### src/rtl/showcase_delay_ram.sv
// showcase_delay_ram: delayed access pipeline into a read-first RAM with compare flags, sticky flag and saturating write counter
module showcase_delay_ram #(
  parameter int DATA_W  = 8,
  parameter int ADDR_W  = 2,
  parameter int DELAY   = 2,
  parameter int CMP_VAL = 4,
  parameter int CNT_W   = 16
) (
  input  logic              clk,
  input  logic              rst,
  input  logic              i_vld,
  input  logic [ADDR_W-1:0] i_addr,
  input  logic              i_wr,
  input  logic [DATA_W-1:0] i_data,
  input  logic              e,
  input  logic              clr,
  output logic              f,
  output logic              rd_vld,
  output logic [DATA_W-1:0] rd_data,
  output logic              rd_lt,
  output logic              rd_eq,
  output logic              rd_gt,
  output logic [CNT_W-1:0]  wr_cnt,
  output logic              wr_sat
);
  localparam int DEPTH = 2 ** ADDR_W;
  localparam logic [DATA_W-1:0] CMP = DATA_W'(CMP_VAL);
  logic              p_vld  [DELAY];
  logic [ADDR_W-1:0] p_addr [DELAY];
  logic              p_wr   [DELAY];
  logic [DATA_W-1:0] p_data [DELAY];
  logic [DATA_W-1:0] mem    [DEPTH];
  logic [DATA_W-1:0] mem_q;
  logic              do_acc;
  logic              do_wr;
  logic [CNT_W-1:0]  cnt_nxt;
  assign do_acc  = p_vld[DELAY-1];
  assign do_wr   = do_acc & p_wr[DELAY-1];
  assign mem_q   = mem[p_addr[DELAY-1]];
  assign cnt_nxt = (do_wr && !(&wr_cnt)) ? wr_cnt + CNT_W'(1) : wr_cnt;
  always_ff @(posedge clk or posedge rst) begin
    if (rst) begin
      for (int s = 0; s < DELAY; s++) begin
        p_vld[s]  <= 1'b0;
        p_addr[s] <= '0;
        p_wr[s]   <= 1'b0;
        p_data[s] <= '0;
      end
    end else begin
      p_vld[0]  <= i_vld;
      p_addr[0] <= i_addr;
      p_wr[0]   <= i_wr;
      p_data[0] <= i_data;
      for (int s = 1; s < DELAY; s++) begin
        p_vld[s]  <= p_vld[s-1];
        p_addr[s] <= p_addr[s-1];
        p_wr[s]   <= p_wr[s-1];
        p_data[s] <= p_data[s-1];
      end
    end
  end
  // RAM is deliberately unreset; the rst guard keeps a dropped access from landing
  always_ff @(posedge clk) begin
    if (do_wr && !rst) mem[p_addr[DELAY-1]] <= p_data[DELAY-1];
  end
  always_ff @(posedge clk or posedge rst) begin
    if (rst) begin
      f       <= 1'b0;
      rd_vld  <= 1'b0;
      rd_data <= '0;
      rd_lt   <= 1'b0;
      rd_eq   <= 1'b0;
      rd_gt   <= 1'b0;
      wr_cnt  <= '0;
      wr_sat  <= 1'b0;
    end else begin
      f      <= clr ? 1'b0 : (f | e);
      rd_vld <= do_acc;
      if (do_acc) begin
        rd_data <= mem_q;
        rd_lt   <= mem_q < CMP;
        rd_eq   <= mem_q == CMP;
        rd_gt   <= mem_q > CMP;
      end
      wr_cnt <= cnt_nxt;
      wr_sat <= &cnt_nxt;
    end
  end
endmodule
### config.mk
export PLATFORM = sky130hd
export DESIGN_NAME = showcase_delay_ram
export DESIGN_NICKNAME = d
export VERILOG_FILES = /design/src/rtl/showcase_delay_ram.sv
export SDC_FILE = /design/constraint.sdc
export NUM_CORES = 1
export LEC_CHECK = 0
export ABC_CLOCK_PERIOD_IN_PS = 2450
export BUFFER_PORTS_ARGS = -buffer_cell sky130_fd_sc_hd__buf_2
export CORE_MARGIN = 2
export CORE_UTILIZATION = 45
export CTS_CLUSTER_DIAMETER = 80
export DETAILED_ROUTE_END_ITERATION = 10
export SKIP_CTS_REPAIR_TIMING = 1
export SLEW_MARGIN = 15
export SYNTH_ARGS = -nofsm -noshare
export SYNTH_HDL_FRONTEND = slang
export SYNTH_SLANG_ARGS = --single-unit
### constraint.sdc
create_clock -name clk -period 2.45 [get_ports clk]
set_input_delay 0 -clock clk [delete_from_list [all_inputs] [get_ports clk]]
set_output_delay 0 -clock clk [all_outputs]
set_load 0.005 [all_outputs]
==> impl_metrics.py, run 1 <==
metrics = {
    "outcome": {
        "outcome": "finished, final reports clean",
    },
    "critical_path": {
        "cp_slowest_cell": "dfrtp_1",
        "end_kind": "flip-flop",
        "path_cells": "ha_1 -> nand3_2 -> nor3_2 -> and3_1 -> mux2i_1 -> nand4_1 -> nor4bb_1",
        "worstPathRequired_ps": 2680,
        "cpPeakStageDelay_ps": 450,
        "timing.rr.start": "wr_cnt[0]",
        "path_class": "reg2reg",
        "cp-startpoint": "wr_cnt[0]",
        "critPathArrivalTime_ps": 2410,
        "crit_family": "simple AND/OR/NAND/NOR gates",
        "critical_path.max_fanout": 7,
        "start_kind": "flip-flop",
        "crit_buf_inv": 0,
    },
    "global_route": {
        "track_usage_pct": 14.6,
        "grt_pass1_wl_um": 9200,
        "grt_antenna_before_repair": 0,
        "grt_max_degree": 31,
        "grt_pass1_vias": 1845,
        "grt-ovfl-total": 0,
    },
    "yosys": {
        "synth_compound_area_share_pct": 3.99,
        "synth_top_area_share_pct": 40.7,
        "ys_seq_elements": 86,
        "ys_top_cells_by_count": "dfrtp_1 (54), edfxtp_1 (32), mux2_2 (9), mux4_2 (8), nor2_1 (8)",
        "synth-adder-area-share_pct": 0.377,
        "synth_top_family_by_area": "simple AND/OR/NAND/NOR gates",
        "syn_area_per_cell_sq_um": 16.3,
        "synth_edf_count": 32,
        "synthArstFlopShare_pct": 62.8,
        "synthSimpleGateAreaFrac_pct": 11.1,
        "synthesis.nets": 221,
        "yosysMostFrequentCell": "dfrtp_1",
        "synth-xor-area-share_pct": 2.64,
        "synth.area.mux_share_pct": 9.42,
        "synth.largest_area_cell": "dfrtp_1",
        "synthCells": 204,
        "synth_area_leaders": "dfrtp_1 (41%), edfxtp_1 (29%), mux4_2 (5.4%)",
        "synthesis.area_sq_um": 3320,
        "synth-seq-area-share_pct": 69.6,
        "synth_flop_cell": "dfrtp_1",
        "yosys_warnings": 0,
        "synth_cell_type_count": 47,
    },
    "power_and_ir_drop": {
        "p_clk_share_pct": 34.6,
        "power_density_nw_per_um2": 773,
        "p_total_w": 0.00314,
        "switching_share_pct": 24.3,
        "power.switching_w": 0.000762,
        "seqPwrFrac_pct": 54.6,
        "peakVddDrop_mv": 0.388,
        "p_comb_share_pct": 10.8,
        "p_leak_nw": 1.70,
        "p_int_w": 0.00237,
    },
    "finish": {
        "drive_gt1_share_pct": 35.9,
        "diodes": 0,
        "fillers": 602,
        "fin_area_sq_um": 4060,
        "syn_to_final_growth_pct": 22.1,
        "instances_no_fill": 380,
        "nets": 293,
    },
    "placed_design": {
        "dp.cells": 349,
        "dp_hpwl_um": 3930,
        "io_buffers": 45,
        "place_area_sq_um": 3680,
        "place.gp.congestion": 0.871,
    },
    "clocking": {
        "cts_made_buffers": 9,
        "cts_buffer_depth": 2,
        "cts_tree": "done",
        "clkSinkCount": 86,
        "htree_levels": 3,
        "cts_root_buf": "clkbuf_8",
        "clkTransAtPathRegs_ps": 80,
        "insertion_delay_ps": 340,
    },
    "detailed_routing": {
        "routed_wl_um": 5610,
        "drc_errors": 0,
        "postRouteAntennaNets": 0,
        "first_pass_iters": 4,
        "vias_per_cell": 5.04,
        "vias": 1916,
        "wire_per_inst_um": 14.8,
        "drtIter0Drc": 75,
    },
    "sta": {
        "holdWs_ps": 284,
        "period_share_pct": 89.0,
        "tns_ps": 0,
        "hold_viol_final": 0,
        "fin_skew_ps": 7.04,
        "maxSlewViolCount": 0,
        "rsz0062_at_grt": "false",
        "finalSetupViolations": 0,
        "worst_pin_slew_ps": 623,
        "fmax_mhz": 459,
        "finalWorstPathRequiredPeriod_ps": 2180,
        "slew-limit-headroom_pct": 57.9,
    },
    "worst_hold_path": {
        "min_path_type": "in2async",
    },
    "floorplanning": {
        "dieWidth_um": 89.9,
        "fp.dieH_um": 89.9,
        "fp.dieArea_sq_um": 8090,
        "row_count": 31,
        "core_sq_um": 7210,
        "ios": 46,
        "initial_utilization_pct": 46.0,
    },
    "job": {
        "drv_cap": 0,
    },
}
stage by stage:
step | setup WS [ps] | util [%]
final | 269 | 56.2
after global routing | 62.8 | 56.2
after CTS | 260 | 54.1
after detailed placement | 286 | 51.0
after global placement | 415 | 51.0
after floorplan | 421 | -
layer usage:
layer	up-vias	track usage (%)	wire (um)
met1	955	19.5	2620
met3	4	4.78	237
li1	916	-	-
met4	0	4.74	50
met5	-	0	0
met2	41	23.0	2710
power by group through the flow:
| stage | Sequential, W | Combinational, W | Clock (W) |
|---|---|---|---|
| after floorplan | 0.00170 | 0.000252 | 0 |
| after global placement | 0.00174 | 0.000324 | 0 |
| after detailed placement | 0.00174 | 0.000326 | 0 |
| after CTS | 0.00171 | 0.000327 | 0.00112 |
| after global routing | 0.00173 | 0.000377 | 0.00119 |
| final | 0.00171 | 0.000339 | 0.00109 |
path summary, 6_finish.rpt:
kind	slack [ps]	depth (start not counted)	to
setup reg to reg	270	7	wr_sat
setup / recovery	270	7	wr_sat
min in group clk	300	2	p_addr[2]
hold / removal	280	3	p_data[10]
max in group asynchronous	1630	4	wr_cnt[14]
hold reg to reg	350	0	p_wr[0]
cells in the final DEF, fill, tap and decap left out, types with 5 or more instances in the layout:
master,n
mux2_2,9
buf_2,45
nand4_1,6
nor2_1,8
nand2_1,7
nand3_1,5
dfrtp_1,54
buf_4,9
dlygate4sd3_1,15
xor2_1,5
edfxtp_1,32
mux4_2,8
xnor2_1,5
clkbuf_8,10
worst reg2reg max path: cells and delay by family, from the launching register on:
kind	cells	cell delay (ps)
simple gates	5	1150
flops	1	450
fa+ha+maj	1	250
mux	1	210
cells by family (layout without fill, tap and decap cells):
group / count (synthesis) / count (layout)
flip-flops: 86 / 86
AND/OR/NAND/NOR: 53 / 53
AO/OA/AOI/OAI: 20 / 20
multiplexers: 20 / 20
buffers and inverters: 14 / 91
XOR/XNOR: 10 / 10
adder cells (fa/ha/maj): 1 / 1
layout make-up:
class,instances,area [sq um],area share (%)
clock buffer,11,141,3.49
timing repair buffer,70,463,11.4
sequential,86,2310,57.0
inverter,5,18.8,0.463
clock inverter,5,82.6,2.04
tap,99,124,3.05
multi-input combinational,104,915,22.5
state kept, by name, indices dropped and copies added, names as in the netlist:
signal / count
rd_gt: 1
f: 1
p_wr: 2
rd_data: 8
wr_cnt: 16
do_acc: 1
rd_lt: 1
mem: 32
p_addr: 4
rd_eq: 1
wr_sat: 1
p_vld: 1
rd_vld: 1
p_data: 16
Power figures use the tool's default switching activity.
==> run 2: changes to the inputs <==
--- a/config.mk
+++ b/config.mk
@@ -7,11 +7,9 @@
 export LEC_CHECK = 0
 export ABC_CLOCK_PERIOD_IN_PS = 2450
 export BUFFER_PORTS_ARGS = -buffer_cell sky130_fd_sc_hd__buf_2
-export CORE_MARGIN = 2
 export CORE_UTILIZATION = 45
-export CTS_CLUSTER_DIAMETER = 80
+export CTS_CLUSTER_DIAMETER = 150
 export DETAILED_ROUTE_END_ITERATION = 10
-export SKIP_CTS_REPAIR_TIMING = 1
 export SLEW_MARGIN = 15
 export SYNTH_ARGS = -nofsm -noshare
 export SYNTH_HDL_FRONTEND = slang
==> run 2 against run 1 <==
Net effect: worst hold slack better by 7.0 ps; combinational power barely moved; final cell count decreased by 0.26%.
==> impl_metrics.py, run 2 (synthesis results as in run 1) <==
metrics = {
    "outcome": {
        "outcome": "finished, final reports clean",
    },
    "power_and_ir_drop": {
        "p_leak_nw": 1.72,
        "power_density_nw_per_um2": 803,
        "peakVddDrop_mv": 0.496,
        "p_total_w": 0.00329,
    },
    "clocking": {
        "insertion_delay_ps": 350,
        "cts_root_buf": "clkbuf_8",
        "cts_tree": "done",
        "post_cts_buffers": 0,
        "cts_resized": 0,
        "clkSinkCount": 86,
        "htree_levels": 3,
        "cts_made_buffers": 9,
        "clkTransAtPathRegs_ps": 80,
        "cts_buffer_depth": 2,
    },
    "critical_path": {
        "worstPathRequired_ps": 2700,
        "end_kind": "flip-flop",
        "critical_path.max_fanout": 7,
        "path_class": "reg2reg",
        "crit_buf_inv": 0,
        "cp_slowest_cell": "dfrtp_1",
        "start_kind": "flip-flop",
        "crit_family": "simple AND/OR/NAND/NOR gates",
        "reg2reg_depth": 7,
        "timing.rr.start": "wr_cnt[0]",
        "rrSetupSlack_ps": 310,
        "reg2reg_to": "wr_sat",
        "path_cells": "ha_1 -> nand3_2 -> nor4_4 -> a31oi_1 -> and2b_1 -> nand4_1 -> nor4bb_1",
        "critPathArrivalTime_ps": 2390,
        "cpPeakStageDelay_ps": 460,
    },
    "floorplanning": {
        "row_count": 30,
        "core_sq_um": 6940,
        "dieWidth_um": 87.9,
        "ios": 46,
        "initial_utilization_pct": 47.8,
        "fp.dieArea_sq_um": 7730,
        "fp.dieH_um": 87.9,
    },
    "placed_design": {
        "io_buffers": 45,
        "pre_cts_ws_ps": 344,
        "place.gp.congestion": 0.819,
        "dp_hpwl_um": 4060,
    },
    "worst_hold_path": {
        "min_path_cells": 2,
        "min_path_type": "in2reg",
        "worstHoldStart": "i_data[5]",
        "min_to": "p_data[13]",
    },
    "sta": {
        "setup_ws_ps": 312,
        "finalSetupViolations": 0,
        "hold_viol_final": 0,
        "worst_pin_slew_ps": 619,
        "fin_skew_ps": 3.93,
        "period_share_pct": 87.3,
        "finalWorstPathRequiredPeriod_ps": 2140,
        "slew-limit-headroom_pct": 58.7,
        "maxSlewViolCount": 0,
        "fmax_mhz": 468,
        "tns_ps": 0,
        "rsz0062_at_grt": "false",
    },
    "detailed_routing": {
        "vias_per_cell": 5.13,
        "vias": 1945,
        "drc_errors": 0,
        "first_pass_iters": 4,
        "drtIter0Drc": 135,
        "wire_per_inst_um": 15.4,
        "postRouteAntennaNets": 0,
        "routed_wl_um": 5840,
    },
    "global_route": {
        "track_usage_pct": 16.9,
        "grt_pass1_wl_um": 9350,
        "grt-ovfl-total": 0,
        "grt_pass1_vias": 1860,
        "grt_antenna_before_repair": 0,
        "grt_max_degree": 30,
    },
    "finish": {
        "drive_gt1_share_pct": 36.7,
        "final_common_cell": "dfrtp_1",
        "diodes": 0,
        "final_cell_mix": "dfrtp_1 (54), buf_2 (45), edfxtp_1 (32)",
        "largest_reg_flops": 32,
        "syn_to_final_growth_pct": 23.3,
        "nets": 295,
    },
    "job": {
        "drv_cap": 0,
    },
}
-- run 2: cell types whose count changed in the layout (fill, tap and decap cells not counted), sizes merged --
cell,delta
clkbuf,-1
inv,+1
clkinvlp,+1
buf,+2
bufinv,+1
clkinv,-2
-- run 2: what timing repair did --
action / in CTS / in global routing
endpoints found under the setup margin: 0 / 0
endpoints found under the hold margin: 40 / 0
hold buffers: 15 / 0
-- run 2: worst reg2reg max path, stage by stage, from the launching register on --
cell      delay (ps)
dfrtp_1          460
ha_1             260
nand3_2          180
nor4_4           380
a31oi_1          150
and2b_1          230
nand4_1          100
nor4bb_1         280
-- run 2: per-layer routing --
metal | up-vias | wire (um) | track usage (%)
met4 | 0 | 59 | 5.81
met3 | 5 | 301 | 5.75
met2 | 56 | 2790 | 26.5
met5 | - | 0 | 0
li1 | 917 | - | -
met1 | 967 | 2690 | 22.2
-- run 2: power by group --
part	internal, W	switching (W)
Clock	0.000744	0.000490
Sequential	0.00159	0.000126
Combinational	0.000178	0.000161
-- run 2: cell type report --
| cell class | count | area (sq um) |
|---|---|---|
| Clock buffer | 10 | 149 |
| Clock inverter | 6 | 115 |
| Fill cell | 540 | 2850 |
| Inverter | 5 | 18.8 |
| Multi-Input combinational cell | 104 | 915 |
| Sequential cell | 86 | 2310 |
| Tap cell | 96 | 120 |
| Timing Repair Buffer | 72 | 465 |
-- run 2: worst max path at each step --
stage / startpoint / endpoint / cells past startpoint
5_1_grt: wr_cnt[0] / wr_sat / 7
3_5_place_dp: wr_cnt[0] / wr_sat / 7
4_1_cts: wr_cnt[0] / wr_sat / 7
2_1_floorplan: p_addr[1] / mem[2][0] / 2
6_report: wr_cnt[0] / wr_sat / 7
3_3_place_gp: wr_cnt[0] / wr_sat / 7
-- run 2: metrics by stage --
step | utilization [%] | hold slack [ps] | cell area, sq um | cells
after global routing | 59.0 | 273 | 4100 | 379
after floorplan | - | 31.4 | 3320 | 204
final | 59.0 | 291 | 4100 | 379
after global placement | 53.0 | 108 | 3680 | 348
after detailed placement | 53.0 | 109 | 3680 | 348
after CTS | 59.0 | 270 | 4100 | 379
